File: src/rtl/width_down_serializer.sv
// width_down_serializer
//
// Takes IN_W-bit words on a valid/enable handshake and sends each one out as
// RATIO = IN_W/OUT_W narrower beats on the same kind of handshake. The final
// beat of each word is flagged with last_down.
//
// A new word can be accepted on the same cycle that the last beat of the
// current word is accepted. When downstream never stalls, this gives one word
// every RATIO cycles with no idle cycle between words.
//
// Ports:
//   clk        clock; all state changes on the rising edge
//   rst_n      synchronous, active-low reset
//   v_up       word valid from upstream
//   d_up       word data from upstream (IN_W bits)
//   e_up       enable to upstream; a word transfers when v_up & e_up
//   v_down     beat valid to downstream
//   d_down     beat data to downstream (OUT_W bits)
//   last_down  high with the final beat of the current word
//   e_down     enable from downstream; a beat transfers when v_down & e_down
//
// Parameters:
//   IN_W       input word width
//   OUT_W      output beat width; IN_W must be a multiple of it with RATIO >= 2
//   MSB_FIRST  0: low beat first, 1: high beat first
module width_down_serializer #(
  parameter int IN_W      = 32,
  parameter int OUT_W     = 8,
  parameter bit MSB_FIRST = 1'b0
) (
  input  logic             clk,
  input  logic             rst_n,
  input  logic             v_up,
  input  logic [IN_W-1:0]  d_up,
  output logic             e_up,
  output logic             v_down,
  output logic [OUT_W-1:0] d_down,
  output logic             last_down,
  input  logic             e_down
);

  localparam int RATIO = IN_W / OUT_W;
  localparam int CNT_W = (RATIO > 1) ? $clog2(RATIO) : 1;
  localparam logic [CNT_W-1:0] CNT_LAST = CNT_W'(RATIO - 1);

  if ((IN_W % OUT_W) != 0 || RATIO < 2) begin : g_bad_ratio
    $error("width_down_serializer: IN_W must be a multiple of OUT_W with RATIO >= 2");
  end

  logic [IN_W-1:0]  sr_p0;
  logic [CNT_W-1:0] cnt;
  logic             v_l;

  logic take_word;
  logic take_beat;

  // The beat being shown always sits at the end of the shift register that
  // faces the output, so d_down is a simple fixed slice.
  if (MSB_FIRST) begin : g_msb
    assign d_down = sr_p0[IN_W-1 -: OUT_W];
  end else begin : g_lsb
    assign d_down = sr_p0[OUT_W-1:0];
  end

  assign v_down    = v_l;
  assign last_down = v_l & (cnt == CNT_LAST);
  // The enable to upstream is combinational on e_down, so a new word can be
  // loaded on the same cycle the final beat leaves.
  assign e_up      = ~v_l | (e_down & last_down);

  assign take_word = v_up & e_up;
  assign take_beat = v_l & e_down;

  // ---- stage p0: shift register, beat counter, occupancy ----
  always_ff @(posedge clk) begin
    if (!rst_n) begin
      v_l   <= 1'b0;
      cnt   <= '0;
      sr_p0 <= '0;
    end else if (take_word) begin
      // This covers both an empty buffer and a refill on the final beat.
      sr_p0 <= d_up;
      cnt   <= '0;
      v_l   <= 1'b1;
    end else if (take_beat) begin
      if (cnt == CNT_LAST) begin
        v_l <= 1'b0;
        cnt <= '0;
      end else begin
        sr_p0 <= MSB_FIRST ? (sr_p0 << OUT_W) : (sr_p0 >> OUT_W);
        cnt   <= cnt + 1'b1;
      end
    end
  end

endmodule

File: config.mk
export PLATFORM = sky130hd
export DESIGN_NAME = width_down_serializer
export DESIGN_NICKNAME = d
export VERILOG_FILES = /design/src/rtl/width_down_serializer.sv
export SDC_FILE = /design/constraint.sdc
export NUM_CORES = 1
export LEC_CHECK = 0
export CAP_MARGIN = 20
export CORE_ASPECT_RATIO = 0.7
export CORE_UTILIZATION = 49
export DETAILED_ROUTE_END_ITERATION = 16
export PLACE_DENSITY_LB_ADDON = 0.12
export SYNTH_ARGS = -nofsm -noshare
export SYNTH_HDL_FRONTEND = slang
export SYNTH_SLANG_ARGS = --single-unit
File: constraint.sdc
create_clock -name clk -period 2.45 [get_ports clk]
set_input_delay 0.49 -clock clk [delete_from_list [all_inputs] [get_ports clk]]
set_output_delay 0.49 -clock clk [all_outputs]
set_load 0.05 [all_outputs]
==> impl.org, run 1 <==
** Clock network
- After clock tree synthesis, the clock-pin slew on the worst setup and hold paths is 70 ps.
- Maximum level of the CTS H-tree :: 2
- The tree is rooted in a sky130_fd_sc_hd__clkbuf_8.
- At the later pin of the worst-skew pair, clock insertion delay measures ~280 ps.
- Total setup buffers inserted after CTS :: 0
- For this design, the sink count on the clock tree is 35.
- Cts bufs inserted :: 5
- CTS Hold Buffers Added :: 0
- Clock tree from TritonCTS :: built
- Max Buffers Root-to-Sink :: 2
- Number of resized instances in the post-cts repair step :: 0

** Critical path
- STA classifies the critical path startpoint as a flip-flop.
- The worst setup path is of the flip-flop to output port kind.
- Type of element capturing the critical path :: output port
- Data on the critical path is required at its endpoint by 1960 ps.
- Worst flop-to-flop path startpoint :: cnt[0]
- Register-to-register setup slack :: roughly 900 ps
- Reg2Reg Capture Point :: sr_p0[4]
- R2R cell count :: 4
- In this run the worst path has a maximum fanout of 5.
- Worst path arrival time :: between 1500 and 2000 ps
- In this run the worst setup path begins at cnt[0].

** Worst hold path
- The worst hold path terminates at sr_p0[24].
- In this run the most critical hold path is launched from sr_p0[24].
- Worst hold path stage count :: 2
- In this run the worst hold path is classified as flip-flop to flip-flop.

** Job
- Max_cap viols :: 0

** Floorplanning
- Once the floorplan was initialized, standard cells occupied 53.0% of the core.
- Die height :: slightly below 50 um
- Pin placement for this block handled 47 I/O pins.
- The floorplan has 16 rows.
- Core footprint :: 2860 um2
- Die Span X :: roughly 69 um
- Die outline area :: roughly 3300 um2

** Place
- Detailed placement ended at an HPWL of between 1500 and 2000 um.
- The congestion estimate from routability-driven global placement came to ~0.74.
- Port bufs :: 46

** Detailed routing
- Vias per Instance :: between 5 and 6
- Number of vias after detailed routing :: between 1k and 1.5k
- Detailed-route DRC error count :: 0
- The detailed router finished its first iteration with 85 violations.
- Dividing the detail-routed wire length by the instance count gives between 10 and 15 um.
- The final layout contains routed wiring with a total length of roughly 3200 um.
- Router iterations before antenna repair :: 4
- Post-route ant nets :: 0

** STA
- Setup total negative slack on the finished layout was measured at 0 ps.
- Final hold viol count :: 0
- Setup repair after global routing left no endpoint under its margin.
- Tightest Pin Transition :: 497 ps
- The clock arrives with roughly 3.7 ps of skew.
- Worst rel slew slack :: between 60% and 70%
- Final clock period utilization by the worst path :: a little over nine tenths
- The final number of max-transition violations is 0.
- Subtracting the final worst setup slack from the clock period gives roughly 2300 ps.
- Static timing analysis puts the maximum clock frequency at 426 MHz.
- Setup violations remaining at the end of the flow were counted as 0.

** Cells and area
- For this run, the share of the core covered by cells in the final layout is between 70% and 80%.
- Ratio of cells with drive above 1 in the final layout :: 20.3%
- Post-layout net count :: 218
- 0 antenna diodes ended up in the layout.
- Area growth from synthesis to layout :: 32.7%

** Power and ir drop
- Worst IR Drop VDD :: 0.471 mV
- PwrDens :: 657 nW/um2
- For this design the static power due to leakage is between 0.7 and 0.8 nW.

** Logic synthesis
- The mapped netlist covers 1520 um2.
- The number of nets in the synthesized netlist is 183.
- Sequential share of the synthesized area :: between 40% and 50%
- After technology mapping, the gate count stands at between 100 and 150.
- After synthesis, the netlist uses 24 different library cells.
- Synthesis inferred 35 register bits.
- Yosys printed 0 warnings.
- A synthesized cell averages 10.4 um2.

** Outcome
- The flow ran to the end, and the final reports show no timing, DRC or antenna violations.

** GRT
- The first global-routing pass estimated roughly 5300 um of wire.
- Initial antenna violation count :: 0
- Number of global-route vias before repair :: between 1k and 1.5k
- The total overflow left after global routing is 0.
- Entering global routing, the biggest net connects 44 pins.
- Overall fraction of global-route tracks in use :: 21.2%
[critical path, stage by stage, from the launching register on]
cell and delay [ps]:
sky130_fd_sc_hd__dfxtp_1 400, sky130_fd_sc_hd__ha_1 240, sky130_fd_sc_hd__and2_1 140, sky130_fd_sc_hd__clkdlybuf4s50_1 790
[per-layer routing]
layer | GRT usage [%] | wire [um]
met3 | 8.02 | 217
met5 | 0 | 0
met1 | 28.3 | 1630
met4 | 6.60 | 28
met2 | 31.2 | 1330
[flip-flops by register name, indices dropped and copies added, names as in the netlist]
register,count
v_down,1
cnt,2
sr_p0,32
[cell usage after synthesis]
cell type | number | area (um2)
sky130_fd_sc_hd__and3_1 | 1 | 6.26
sky130_fd_sc_hd__clkbuf_1 | 6 | 22.5
sky130_fd_sc_hd__o221a_1 | 2 | 22.5
sky130_fd_sc_hd__a21boi_0 | 1 | 7.51
sky130_fd_sc_hd__nand3b_1 | 1 | 7.51
sky130_fd_sc_hd__buf_4 | 10 | 75.1
sky130_fd_sc_hd__buf_2 | 5 | 25.0
sky130_fd_sc_hd__nand2_4 | 1 | 11.3
sky130_fd_sc_hd__mux2_2 | 1 | 11.3
sky130_fd_sc_hd__nor2b_1 | 1 | 6.26
sky130_fd_sc_hd__ha_1 | 1 | 12.5
sky130_fd_sc_hd__o21a_1 | 24 | 180
sky130_fd_sc_hd__or3b_2 | 1 | 8.76
sky130_fd_sc_hd__and2_1 | 1 | 6.26
sky130_fd_sc_hd__nand2_1 | 17 | 63.8
sky130_fd_sc_hd__dfxtp_1 | 35 | 701
sky130_fd_sc_hd__a21bo_2 | 1 | 10.0
sky130_fd_sc_hd__nand2b_1 | 2 | 12.5
sky130_fd_sc_hd__a21oi_1 | 1 | 5.00
sky130_fd_sc_hd__inv_1 | 2 | 7.51
sky130_fd_sc_hd__o221a_2 | 22 | 248
sky130_fd_sc_hd__o22ai_1 | 8 | 50.1
sky130_fd_sc_hd__a311oi_1 | 1 | 8.76
sky130_fd_sc_hd__a21oi_2 | 1 | 8.76
[metrics by stage]
step | cell area, um2 | cells | hold WS [ps] | setup WS, ps | total power [mW]
2_1_floorplan | 1520 | 146 | 447 | 736 | 0.843
3_3_place_gp | 1930 | 210 | 455 | 500 | 0.930
4_1_cts | 2010 | 218 | 474 | 121 | 1.33
3_5_place_dp | 1930 | 210 | 460 | 437 | 0.935
6_report | 2010 | 218 | 472 | 103 | 1.32
5_1_grt | 2010 | 218 | 490 | 21.2 | 1.38
[worst max path at each step]
| stage | slack [ps] | to | depth (start not counted) |
|---|---|---|---|
| 2_1_floorplan | 740 | last_down | 1 |
| 3_3_place_gp | 500 | last_down | 3 |
| 3_5_place_dp | 440 | last_down | 3 |
| 4_1_cts | 120 | last_down | 3 |
| 5_1_grt | 20 | last_down | 3 |
| 6_report | 100 | last_down | 3 |
[cell type report]
| cell class | instances | area [um2] |
|---|---|---|
| Inverter | 2 | 7.51 |
| Sequential cell | 35 | 701 |
| Clock buffer | 7 | 76.3 |
| Multi-Input combinational cell | 88 | 687 |
| Clock inverter | 1 | 5.00 |
| Timing Repair Buffer | 49 | 493 |
| Tap cell | 36 | 45.0 |
| Fill cell | 215 | 848 |
[placed cells by master, fill, tap and decap left out, types with 2 or more instances in the layout]
cell / count
sky130_fd_sc_hd__dfxtp_1: 35
sky130_fd_sc_hd__o221a_2: 22
sky130_fd_sc_hd__nand2_1: 17
sky130_fd_sc_hd__clkbuf_8: 5
sky130_fd_sc_hd__nand2b_1: 2
sky130_fd_sc_hd__inv_1: 2
sky130_fd_sc_hd__o21a_1: 24
sky130_fd_sc_hd__clkbuf_1: 2
sky130_fd_sc_hd__o221a_1: 2
sky130_fd_sc_hd__clkdlybuf4s50_1: 45
sky130_fd_sc_hd__o22ai_1: 8
sky130_fd_sc_hd__buf_4: 3
[report_power, final]
group	total [mW]	switching (mW)	internal, mW
registers	0.646	0.0285	0.618
logic	0.279	0.135	0.144
clock network	0.398	0.199	0.199
total	1.32	0.362	0.961
[cell families (layout without fill, tap and decap cells)]
group	after synthesis	in the layout	synth area share, %
AND/OR/NAND/NOR	25	25	8.08
AO/OA/AOI/OAI	61	61	35.6
multiplexers	1	1	0.742
buffers and inverters	23	59	8.57
flip-flops	35	35	46.2
adder cells (fa/ha/maj)	1	1	0.824
(Power assumes the default switching activity.)
==> run 2: changes to the inputs <==
--- a/config.mk
+++ b/config.mk
@@ -5,11 +5,10 @@
 export SDC_FILE = /design/constraint.sdc
 export NUM_CORES = 1
 export LEC_CHECK = 0
-export CAP_MARGIN = 20
-export CORE_ASPECT_RATIO = 0.7
+export CORE_ASPECT_RATIO = 0.6
 export CORE_UTILIZATION = 49
 export DETAILED_ROUTE_END_ITERATION = 16
-export PLACE_DENSITY_LB_ADDON = 0.12
+export PLACE_DENSITY = 0.83
 export SYNTH_ARGS = -nofsm -noshare
 export SYNTH_HDL_FRONTEND = slang
 export SYNTH_SLANG_ARGS = --single-unit
==> run 2 against run 1 <==
Against the previous run: fmax grew 1.9%; non-clock buffer count is the same; first-iteration DRC count decreased by 49%; combinational power hardly changed; cell area rose by 1.9%; total power rose by 8.6%; critical path depth unchanged; sequential share of layout area fell by 0.66 points; sequential power hardly changed; critical endpoint unchanged; highest routed layer unchanged.
==> impl.org, run 2 (synthesis results as in run 1) <==
** Outcome
- Result of the run: completed (unchanged).

** STA
- Min Clock Period, post-route :: 2300 ps (was 2350 ps)
- Fmax :: 434 MHz (was 426 MHz)
- Final Slew Violations :: 0 (unchanged)
- Tightest Pin Transition :: 496 ps (was 497 ps)
- The relative slew slack is 66.8% (about the same).
- The accumulated negative setup slack was 0 ps (unchanged).
- RSZ-0062 raised after global routing: false (unchanged).
- The worst clock skew is 6.19 ps (was 3.71 ps).
- Final clock period utilization by the worst path :: 94.0% (was 95.8%)
- The setup-violating endpoint count in the final report was 0 (unchanged).
- Final hold viol count :: 0 (unchanged)
- The worst hold slack across all endpoints came to 478 ps (was 472 ps).

** Place
- The half-perimeter wire length after placement was 2110 um (was 1940 um).
- Port bufs :: 46 (unchanged)
- The final RePlAce weighted congestion came to 0.741 (about the same).

** Clock network
- The library cell used as clock root buffer is sky130_fd_sc_hd__clkbuf_8 (unchanged).
- The latest clock arrival within the worst-skew pair is 290 ps (was 280 ps).
- The number of levels in the clock H-tree is 2 (unchanged).
- Total setup buffers inserted after CTS :: 0 (unchanged)
- The CTS buffer count was 5 (unchanged).
- Clock tree sinks :: 35 (unchanged)
- The number of buffers inserted for hold repair after clock tree synthesis was 0 (unchanged).
- Number of resized instances in the post-cts repair step :: 0 (unchanged)
- The register clock-pin slew on the reported worst setup and hold paths came to 70 ps (about the same).
- The maximum buffer depth of the clock tree is 2 (unchanged).
- The CTS tree is built (unchanged).

** Critical path
- The category of the critical setup timing path was flip-flop to output port (unchanged).
- Cells along the critical path :: ha_1 > and2_1 > clkdlybuf4s50_1 (unchanged)
- R2R cell count :: 5 (was 4)
- Kind of start point of the critical path :: flip-flop (unchanged)
- The arrival time of the worst setup path was 1810 ps (was 1860 ps).
- Type of element capturing the critical path :: output port (unchanged)
- Slowest stage delay, CP :: 790 ps (about the same)
- Worst Path Max Fanout :: 5 (unchanged)
- The cell type of the slowest stage on the worst timing path was sky130_fd_sc_hd__clkdlybuf4s50_1 (unchanged).
- The required arrival time at the worst endpoint came to 1960 ps (about the same).

** Floorplanning
- The row count is 15 (was 16).
- The total die area came to 3330 um2 (about the same).
- The core area came to 2910 um2 (was 2860 um2).
- Initial Utilization :: 52.2% (was 53.0%)
- The die boundary width is 73.9 um (was 68.5 um).
- Total I/O pin count :: 47 (unchanged)
- Die height :: 45.1 um (was 48.6 um)

** Cells and area
- The fraction of layout cells with a size suffix above 1 is 21.4% (was 20.3%).
- Post-layout net count :: 218 (unchanged)
- Reg with most FFs :: sr_p0 (unchanged)
- Most common cell after layout, fill and taps aside :: sky130_fd_sc_hd__clkdlybuf4s50_1 (unchanged)
- The diode insertion count for antenna repair was 0 (unchanged).
- Max FFs per register :: 32 (unchanged)
- Area growth from synthesis to layout :: 35.3% (was 32.7%)
- Most frequent cells in the layout: sky130_fd_sc_hd__clkdlybuf4s50_1, sky130_fd_sc_hd__dfxtp_1, sky130_fd_sc_hd__o21a_1 (unchanged).

** Worst hold path
- The worst min-delay path category is flip-flop to flip-flop (unchanged).
- The cell depth of the worst min-delay path was 2 (unchanged).

** Detailed routing
- Detailed-route DRC error count :: 0 (unchanged)
- Vias per Instance :: 5.50 (was 5.69)
- The number of nets with antenna violations after detailed routing is 0 (unchanged).
- The final routed wire length divided by cell count was 13.9 um (was 14.7 um).
- Total length of routed wires :: 3110 um (was 3200 um)
- Number of vias after detailed routing :: 1231 (was 1240)
- The number of detailed-route iterations in the first pass was 4 (unchanged).
- Starting DRC count in detailed routing :: 43 (was 85)

** GRT
- The number of antenna violations at the first check in global routing came to 0 (unchanged).
- Largest net degree at the start of global routing :: 44 (unchanged)
- The final global-route overflow total is 0 (unchanged).
- Overall fraction of global-route tracks in use :: 21.6% (was 21.2%)
- The via count of the first global-routing pass is 1207 (was 1189).
- Wire length of the first global-routing pass :: 5150 um (was 5270 um)

** Power and ir drop
- The power per cell area is 700 nW/um2 (was 657 nW/um2).
- Reported leakage power :: 0.782 nW (was 0.766 nW)
- Worst IR Drop VDD :: 0.373 mV (was 0.471 mV)

** Job
- Max_cap viols :: 0 (unchanged)
==> run 2: changes by cell type in the layout (fill, tap and decap cells not counted) <==
| cell | previous run | this run |
|---|---|---|
| sky130_fd_sc_hd__bufinv_16 | 0 | 1 |
| sky130_fd_sc_hd__clkbuf_1 | 2 | 0 |
| sky130_fd_sc_hd__clkinv_4 | 0 | 1 |
==> run 2: cell type report <==
type	count	area (um2)
fillers	209	856
flip-flops and latches	35	701
multi-input cells	88	687
repair buffers	49	493
clock buffers	5	68.8
well taps	42	52.6
clock inverters	3	43.8
inverters	2	7.51
==> run 2: power breakdown <==
| group | internal [mW] | total (mW) | switching [mW] |
|---|---|---|---|
| sequential | 0.618 | 0.646 | 0.0282 |
| clock | 0.303 | 0.512 | 0.209 |
| combinational | 0.144 | 0.280 | 0.135 |
==> run 2: path summary, 6_finish.rpt <==
path / slack [ps] / startpoint / endpoint
worst max-delay path: 150 / cnt[0] / last_down
worst min-delay path: 480 / sr_p0[31] / sr_p0[31]
worst max register to register: 940 / cnt[0] / sr_p0[0]
worst min register to register: 480 / sr_p0[31] / sr_p0[31]
==> run 2: per-stage QoR <==
step	power, mW	instance area [um2]	setup slack [ps]	cells	util (%)
final	1.44	2050	146	224	70.6
after global routing	1.50	2050	56.8	224	70.6
after CTS	1.46	2050	116	224	70.6
after detailed placement	0.938	1940	441	216	66.7
after global placement	0.930	1940	502	216	66.7
after floorplan	0.843	1520	736	146	-
==> run 2: metal layers <==
metal | vias to the layer above | track usage, % | routed length (um)
li1 | 614 | - | -
met1 | 580 | 24.4 | 1440
met2 | 31 | 36.9 | 1450
met3 | 6 | 7.59 | 159
met4 | 0 | 11.5 | 57
met5 | - | 0 | 0
==> run 2: worst max-delay path: cells and delay by family, from the launching register on <==
kind | cells | cell delay (ps)
simple gates | 1 | 140
fa+ha+maj | 1 | 220
buf+inv | 1 | 790
flops | 1 | 370
